File: config.mk
export PLATFORM = sky130hd
export DESIGN_NAME = xbus_dec
export DESIGN_NICKNAME = d
export VERILOG_FILES = /design/src/rtl/xbus_dec_pkg.sv /design/src/rtl/xbus_dec_xrstpulse.sv /design/src/rtl/xbus_dec.sv
export SDC_FILE = /design/constraint.sdc
export NUM_CORES = 1
export LEC_CHECK = 0
export BUFFER_PORTS_ARGS = -buffer_cell sky130_fd_sc_hd__clkbuf_2
export CAP_MARGIN = 5
export CORE_MARGIN = 3
export CORE_UTILIZATION = 46
export CTS_CLUSTER_DIAMETER = 30
export DETAILED_ROUTE_END_ITERATION = 16
export PLACE_DENSITY = 0.79
export REMOVE_ABC_BUFFERS = 1
export SKIP_LAST_GASP = 1
export SLEW_MARGIN = 20
export SYNTH_ARGS = -nofsm -noshare
export SYNTH_HDL_FRONTEND = slang
export SYNTH_SLANG_ARGS = --single-unit
File: constraint.sdc
create_clock -name clk -period 3.2 [get_ports clk]
set_clock_uncertainty 0.2 [all_clocks]
set_input_delay 0.16 -clock clk [delete_from_list [all_inputs] [get_ports clk]]
set_output_delay 0.16 -clock clk [all_outputs]
set_load 0.05 [all_outputs]
File: src/rtl/xbus_dec_pkg.sv
// Shared bus-decoder definitions: default widths, control-region base and
// offsets, status word bit positions, and the soft-reset FSM state type.
package xbus_dec_pkg;

  localparam int XBUS_ADDR_W = 16;
  localparam int XBUS_DATA_W = 16;
  localparam logic [XBUS_ADDR_W-1:0] BUSCTRL_BASE = 16'h0FFE;

  // Control region is two words; address bit 0 selects the word.
  localparam logic CTRL_OFS_STATUS = 1'b0;
  localparam logic CTRL_OFS_ERR    = 1'b1;

  localparam int STAT_ERR_FLAG_BIT = 7;
  localparam int STAT_ERR_CNT_LSB  = 8;

  localparam int RST_CNT_W = 4;

  typedef enum logic {
    RP_IDLE  = 1'b0,
    RP_PULSE = 1'b1
  } rp_state_e;

endpackage

File: src/rtl/xbus_dec_xrstpulse.sv
// Per-slot soft-reset pulse generator: a start request produces RST_PULSE
// cycles of busy, and a start while busy restarts the full pulse.
//   state    | meaning
//   RP_IDLE  | no pulse in progress, counter 0
//   RP_PULSE | busy high, counter holds cycles remaining including this one
module xrstpulse
  import xbus_dec_pkg::*;
#(
  parameter int RST_PULSE = 4
) (
  input  logic clk,
  input  logic rst,
  input  logic start,
  output logic busy
);

  rp_state_e              r_state;
  rp_state_e              w_state_nxt;
  logic [RST_CNT_W-1:0]   r_cnt;
  logic [RST_CNT_W-1:0]   w_cnt_nxt;

  always_ff @(posedge clk or posedge rst) begin
    if (rst) begin
      r_state <= RP_IDLE;
      r_cnt   <= '0;
    end else begin
      r_state <= w_state_nxt;
      r_cnt   <= w_cnt_nxt;
    end
  end

  always_comb begin
    w_state_nxt = r_state;
    w_cnt_nxt   = r_cnt;
    if (start) begin
      w_state_nxt = RP_PULSE;
      w_cnt_nxt   = RST_CNT_W'(RST_PULSE);
    end else if (r_state == RP_PULSE) begin
      if (r_cnt == RST_CNT_W'(1)) begin
        w_state_nxt = RP_IDLE;
        w_cnt_nxt   = '0;
      end else begin
        w_cnt_nxt = r_cnt - RST_CNT_W'(1);
      end
    end
  end

  assign busy = (r_state == RP_PULSE);

endmodule

File: src/rtl/xbus_dec.sv
// Address decoder for a small controller bus: per-slot selects and read-data
// mux, a two-word control region for soft resets and unmapped-access logging.
module xbus_dec
  import xbus_dec_pkg::*;
#(
  parameter int                     NSLV      = 4,
  parameter int                     ADDR_W    = XBUS_ADDR_W,
  parameter int                     DATA_W    = XBUS_DATA_W,
  parameter logic [NSLV*ADDR_W-1:0] SLV_BASE  = '0,
  parameter logic [NSLV*8-1:0]      SLV_AW    = '0,
  parameter logic [ADDR_W-1:0]      CTRL_BASE = ADDR_W'(BUSCTRL_BASE),
  parameter bit                     RD_REG    = 1'b0,
  parameter int                     RST_PULSE = 4
) (
  input  logic                   clk,
  input  logic                   rst,
  input  logic                   data_sel,
  input  logic                   data_we,
  input  logic [ADDR_W-1:0]      data_addr,
  input  logic [DATA_W-1:0]      data_to_wr,
  output logic [DATA_W-1:0]      data_to_rd,
  output logic [NSLV-1:0]        slv_sel,
  output logic [NSLV-1:0]        slv_rst,
  input  logic [NSLV*DATA_W-1:0] slv_data_in
);

  localparam int XW = (ADDR_W > DATA_W) ? ADDR_W : DATA_W;

  logic [NSLV-1:0]   w_hit;
  logic [NSLV-1:0]   w_win;
  logic [NSLV-1:0]   w_busy;
  logic [NSLV-1:0]   w_start;
  logic              w_ctrl_hit;
  logic              w_ctrl_wr;
  logic              w_unmapped;
  logic              w_err_clr;
  logic [DATA_W-1:0] w_status;
  logic [DATA_W-1:0] w_errword;
  logic [DATA_W-1:0] w_rdata;
  logic [XW-1:0]     w_ea_ext;
  logic              w_unused_wdata;

  logic              r_err_flag;
  logic [7:0]        r_err_cnt;
  logic [ADDR_W-1:0] r_err_addr;

  function automatic logic [ADDR_W-1:0] slot_mask(input logic [7:0] aw);
    return {ADDR_W{1'b1}} << aw;
  endfunction

  always_comb begin
    w_hit = '0;
    for (int i = 0; i < NSLV; i++) begin
      w_hit[i] = (data_addr & slot_mask(SLV_AW[i*8 +: 8])) == SLV_BASE[i*ADDR_W +: ADDR_W];
    end
  end

  // Scan high-to-low so the lowest-index overlapping slot ends up winning.
  always_comb begin
    w_win = '0;
    for (int i = NSLV - 1; i >= 0; i--) begin
      if (w_hit[i]) begin
        w_win    = '0;
        w_win[i] = 1'b1;
      end
    end
  end

  assign w_ctrl_hit = (data_addr[ADDR_W-1:1] == CTRL_BASE[ADDR_W-1:1]);
  assign slv_sel    = (data_sel && !w_ctrl_hit) ? w_win : '0;
  assign w_unmapped = data_sel && !w_ctrl_hit && (w_hit == '0);
  assign w_ctrl_wr  = data_sel && data_we && w_ctrl_hit;
  assign w_err_clr  = w_ctrl_wr && (data_addr[0] == CTRL_OFS_ERR);
  assign w_start    = (w_ctrl_wr && (data_addr[0] == CTRL_OFS_STATUS)) ?
                      data_to_wr[NSLV-1:0] : '0;
  assign w_unused_wdata = ^data_to_wr[DATA_W-1:NSLV];

  always_comb begin
    w_status = '0;
    w_status[NSLV-1:0]                = w_busy;
    w_status[STAT_ERR_FLAG_BIT]       = r_err_flag;
    w_status[STAT_ERR_CNT_LSB +: 8]   = r_err_cnt;
  end

  assign w_ea_ext  = XW'(r_err_addr);
  assign w_errword = w_ea_ext[DATA_W-1:0];

  always_comb begin
    w_rdata = '0;
    if (w_ctrl_hit) begin
      w_rdata = (data_addr[0] == CTRL_OFS_ERR) ? w_errword : w_status;
    end else begin
      for (int i = 0; i < NSLV; i++) begin
        if (w_win[i]) w_rdata = w_rdata | slv_data_in[i*DATA_W +: DATA_W];
      end
    end
  end

  always_ff @(posedge clk or posedge rst) begin
    if (rst) begin
      r_err_flag <= 1'b0;
      r_err_cnt  <= '0;
      r_err_addr <= '0;
    end else if (w_err_clr) begin
      r_err_flag <= 1'b0;
      r_err_cnt  <= '0;
      r_err_addr <= '0;
    end else if (w_unmapped) begin
      r_err_flag <= 1'b1;
      r_err_addr <= data_addr;
      if (r_err_cnt != 8'hFF) r_err_cnt <= r_err_cnt + 8'd1;
    end
  end

  generate
    if (RD_REG) begin : g_rd_reg
      logic [DATA_W-1:0] r_rdata;
      always_ff @(posedge clk or posedge rst) begin
        if (rst)           r_rdata <= '0;
        else if (data_sel) r_rdata <= w_rdata;
      end
      assign data_to_rd = r_rdata;
    end else begin : g_rd_comb
      assign data_to_rd = w_rdata;
    end
  endgenerate

  for (genvar i = 0; i < NSLV; i++) begin : g_rp
    xrstpulse #(.RST_PULSE(RST_PULSE)) u_rp (
      .clk   (clk),
      .rst   (rst),
      .start (w_start[i]),
      .busy  (w_busy[i])
    );
  end

  // Slaves are held in reset for the whole of a bus reset, not only pulses.
  assign slv_rst = w_busy | {NSLV{rst}};

endmodule

# After elaboration in Yosys (flattened, before gate mapping)
# Cells that the tools add are included.
# word_totals
wordCells,86
in_bits,100
out_inout_bits,24
register_bits,45
# classes
muxes,43
reduce_logical,16
add_sub_neg,5
n_eq_ne,6
bitwise,5
# op_table
cell,n
$mux 16,11
$mux 4,14
$or 16x16->16,3
$mux 8,3
$eq 4x1->1 const B,4
$logic_not 16->1,1
$sub 4x1->4 const B,4
$eq 15x11->1 const B,1
$mux 1,15
$reduce_bool 2->1,6
$add 8x1->8 const B,1
$ne 8x8->1 const B,1
$logic_and 1x1->1,6
$logic_not 4->1,1
$or 4x4->4,1
$reduce_and 2->1,1
$logic_not 1->1,1
$not 1->1,1

# Longest topological paths before layout
# logic_depth
depth_word,13
depth_mapped,7
ltp_nobuf,6

# Cells and area by module
# A second synthesis with hierarchy kept.
# unflattened
hier_cells,261
hier_area_um2,2627.5
# modules_own_cells
mod,n_inst,cells_per_inst,seq_area_each_um2,area_per_inst_um2
xbus_dec,1,165,625.6,1571.5
xrstpulse,4,24,125.1,264.0

# Worst setup path before layout
# Ideal clock, no wire load.
# synth_timing
path_type,input to output
startpoint,in data_addr[12]
endpoint,out data_to_rd[10]
n_path_buf,2
slack_ns,0.190
arrival_ns,2.650
t_required_ns,2.840
stages,5
cell_sequence,or4_4 > or4_4 > buf_6 > clkbuf_1 > o21ai_0
# synth_via
elab_chain_cells,13
word_cells_on_any_way,14
classes_between,eq/ne: 1; mux: 9; bitwise: 3; reduce/logical: 1
# synth_rtl
element,line_no,source
start: declaration,xbus_dec.sv:19,"input logic [ADDR_W-1:0] data_addr,"
$logic_not 16->1,xbus_dec.sv:54,w_hit[i] = (data_addr & slot_mask(SLV_AW[i*8 +: 8])) == SLV_BASE[i*ADDR_W +: ADDR_W];
$mux 1,xbus_dec.sv:62,if (w_hit[i]) begin
$mux 16,xbus_dec.sv:94,if (w_win[i]) w_rdata = w_rdata | slv_data_in[i*DATA_W +: DATA_W];
$mux 16,xbus_dec.sv:90,if (w_ctrl_hit) begin
$or 16x16->16,xbus_dec.sv:94,
$mux 16,xbus_dec.sv:94,
$mux 16,xbus_dec.sv:90,
$or 16x16->16,xbus_dec.sv:94,
$mux 16,xbus_dec.sv:94,
$mux 16,xbus_dec.sv:90,
$or 16x16->16,xbus_dec.sv:94,
$mux 16,xbus_dec.sv:94,
$mux 16 *,xbus_dec.sv:90,
end: declaration,xbus_dec.sv:21,"output logic [DATA_W-1:0] data_to_rd,"
# Mark *: on every way between the ends. The rest lies on a longest branch, timed or not. The select of a mux whose other input is x is not followed.

# Worst setup path after layout
# layout_timing
startpoint,in data_addr[13]
endpoint,out data_to_rd[5]
# The elaborated chain is that of the path after synthesis.

==> summary.md <==
| Metric | Value |
|---|---|
| Status | complete, no violations |
| Final setup fails | 0 |
| HP Class | input pin to flip-flop |
| Nets@finish | 446 |
| Antenna diode count | 0 |
| Area delta synth->final | 28.36% |
| Detailed placement HPWL | 4391 um |
| Period minus WS final | 3.115 ns |
| PD cells | 542.0 mW/mm^2 |
| Post-synth top area share | 45.02% |
| CP startpoint kind | input pin |
| 1st-iter DRT viols | 150 |
| Setup repair bufs after CTS | 0 |
| Starting density of the core | 48.36% |
| CP Capture Type | primary output |
| Core Footprint | 0.005172 mm^2 |
| Final Hold Fails | 0 |
| Fmax | 0.3210 GHz |
| Worst-path maximum fanout | 18 |
| Final GP Congestion | 0.8601 |
| Vias per cell | 5.422 |
| WP data arrival | 2.75 ns |
| DP Cell Count | 380 |
| Layout cells sized above 1 | 28.70% |
| # port buffers | 60 |
| Synth Warn # | 0 |
| Clk slew on worst S/H paths | 0.09 ns |
| Top cells by area, synth | dfrtp_1, a22o_1, mux2i_1, nand2_1, ha_1 |
| Yosys reg bits | 45 |
| Final total power | 0.001740 W |
| Cell variety after synth | 37 |
| Most used DFF post-synth | dfrtp_1 |
| Final ANT Viol Nets | 0 |
| Largest net degree at the start of global routing | 29 |
| Die Span X | 79.74 um |
| Non-filler cells, final | 408 |
| Syn Std Cell Area | 0.002501 mm^2 |
| Sequential-to-total area share from yosys stat | 45.02% |
| Fin. max-slew vios | 0 |
| Mapped Avg Cell Area | 9.886 um^2 |
| Max cap viols | 0 |
| Worst R2R Setup Slack | 0.45 ns |
| Antenna violations before repair | 0 |
| CP required | 2.84 ns |
| VDD IR max | 0.3212 mV |
| GRT Residual Overflow | 0 |
| Site row count | 26 |
| Post-route DRC | 0 |
| Clock Sinks | 45 |
| Die Area | 0.006358 mm^2 |
| Max clock buf depth | 2 |
| Worst-Skew Late Latency | 0.30 ns |
| Vias post-DR | 2212 |
| Num ports | 124 |
| WL per Instance | 15.26 um |
| Detailed Route WL | 6226 um |
| Height of the die | 79.74 um |
| Htree depth | 2 |
| Worst-Margin Slew | 0.9457 ns |
| Max_slew headroom | 36.47% |
| CP Class | input pin to primary output |
| Asr flop ratio synth | 100.0% |
| Leakage power | 1.566 nW |
| Final instance area | 0.003211 mm^2 |
| Num CTS Buffers | 5 |
| Post-DP Area | 0.002888 mm^2 |
| Post-synth EDFFs | 0 |
| Root buffer cell | clkbuf_8 |
| Vias in the first global route | 2150 |
| Cell taking the most area after synthesis | dfrtp_1 |
| Gate count of the mapped netlist | 253 |
| WHS | 0.1037 ns |
| Total GRT Usage | 20.52% |
| Global-route wire length before repair | 10080 um |
| TNS Setup | 0 ns |
| Drt pass-1 iters | 4 |
| CTS tree | built |
| Final Cycle Share | 97.34% |
[synth_stat cells, types with 2 or more instances]
master    count
dfrtp_1      45
nand2_1      34
a22o_1       22
o21ai_0      17
a21oi_1      16
mux2i_1      15
nor2_1       11
inv_1        10
ha_1          9
nor3_1        7
mux2_2        6
clkbuf_1      5
nand2b_1      5
nor3b_1       5
a221oi_1      4
nand3_1       4
or2_2         4
or4b_2        4
and3_1        3
buf_2         3
buf_4         3
or4_1         3
and4_1        2
nand4_1       2
or4_4         2
[critical path: stages]
cell and delay [ns]:
dlygate4sd3_1 0.54, clkbuf_2 0.12, or4_4 0.55, or4_4 0.70, nor2_2 0.23, a22o_1 0.19
clkbuf_2 0.28
[placed cells by master, fill, tap and decap left out, types with 4 or more instances in the layout]
cell type      Yosys  final
or2_2              4      4
o21ai_0           17     17
nor2_1            11     10
a22o_1            22     22
dlygate4sd3_1      0     20
clkbuf_8           0      6
nand2_1           34     34
nand2b_1           5      5
dfrtp_1           45     45
a21oi_1           16     16
a221oi_1           4      4
mux2i_1           15     15
ha_1               9      9
inv_1             10      9
nor3_1             7      7
buf_4              3      7
mux2_2             6      6
clkbuf_2           0     60
nor3b_1            5      5
nand3_1            4      4
or4b_2             4      4
[cells by family (layout without fill, tap and decap cells)]
| group | after synthesis | in the layout | synth area share (%) |
|---|---|---|---|
| AOI/OAI and AO/OA | 63 | 63 | 17.21 |
| buffers and inverters | 22 | 105 | 4.202 |
| and+or+nand+nor | 91 | 91 | 19.86 |
| xor gates and xnor gates | 1 | 1 | 0.3502 |
| adders and majority gates | 9 | 9 | 4.502 |
| DFF | 45 | 45 | 45.02 |
| other | 1 | 3 | 0.1499 |
| muxes | 21 | 21 | 8.704 |
[routing by layer]
metal | track usage (%) | share of wire, % | up-vias
li1 | - | - | 1088
met1 | 26.88 | 44 | 1044
met2 | 34.47 | 49 | 70
met3 | 3.386 | 5.7 | 10
met4 | 6.926 | 1.6 | 0
met5 | 0 | 0 | -
[flip-flops by register name (all words and copies together) (netlist names)]
signal / count
g_rp.u_rp.r_cnt: 16
r_err_flag: 1
g_rp.u_rp.busy: 4
r_err_cnt: 8
r_err_addr: 16
[through the flow]
| stage | utilization, % | setup slack [ns] |
|---|---|---|
| final | 62.07 | 0.08511 |
| after global routing | 62.07 | -0.003041 |
| after CTS | 62.02 | 0.03207 |
| after detailed placement | 55.83 | 0.4673 |
| after global placement | 55.83 | 0.5085 |
| after floorplan | - | -0.6358 |
[final cells by class]
class / count / area [um^2]
clock inverter: 2 / 37.54
clock buffer: 6 / 82.58
fill: 412 / 1962
inverter: 10 / 37.54
timing repair buffer: 87 / 553.0
multi-input combinational: 188 / 1286
sequential: 45 / 1126
tap: 70 / 87.58
[repair_timing]
item / CTS / global route
setup endpoints to repair: 0 / 3
resized for setup: 0 / 1
hold endpoints to repair: 61 / 0
hold buffers: 20 / 0
[where the power goes]
group / switching, W / total (W) / internal [W] / leakage, nW
clock network: 0.000196 / 0.000450 / 0.000254 / 0.0574
logic: 0.000228 / 0.000460 / 0.000232 / 0.940
registers: 0.000125 / 0.000830 / 0.000705 / 0.569
[path summary, 6_finish.rpt]
check,to,start,depth (start not counted)
worst max-delay path,data_to_rd[5],data_addr[13],7
worst min-delay path,r_err_flag,data_we,4
worst max register to register,r_err_cnt[7],r_err_cnt[0],6
worst min register to register,r_err_addr[8],r_err_addr[8],1
max in group asynchronous,r_err_cnt[2],rst,4
min in group asynchronous,g_rp[2].u_rp.r_cnt[3],rst,3
Note: power is estimated with default switching activity, not from simulation.
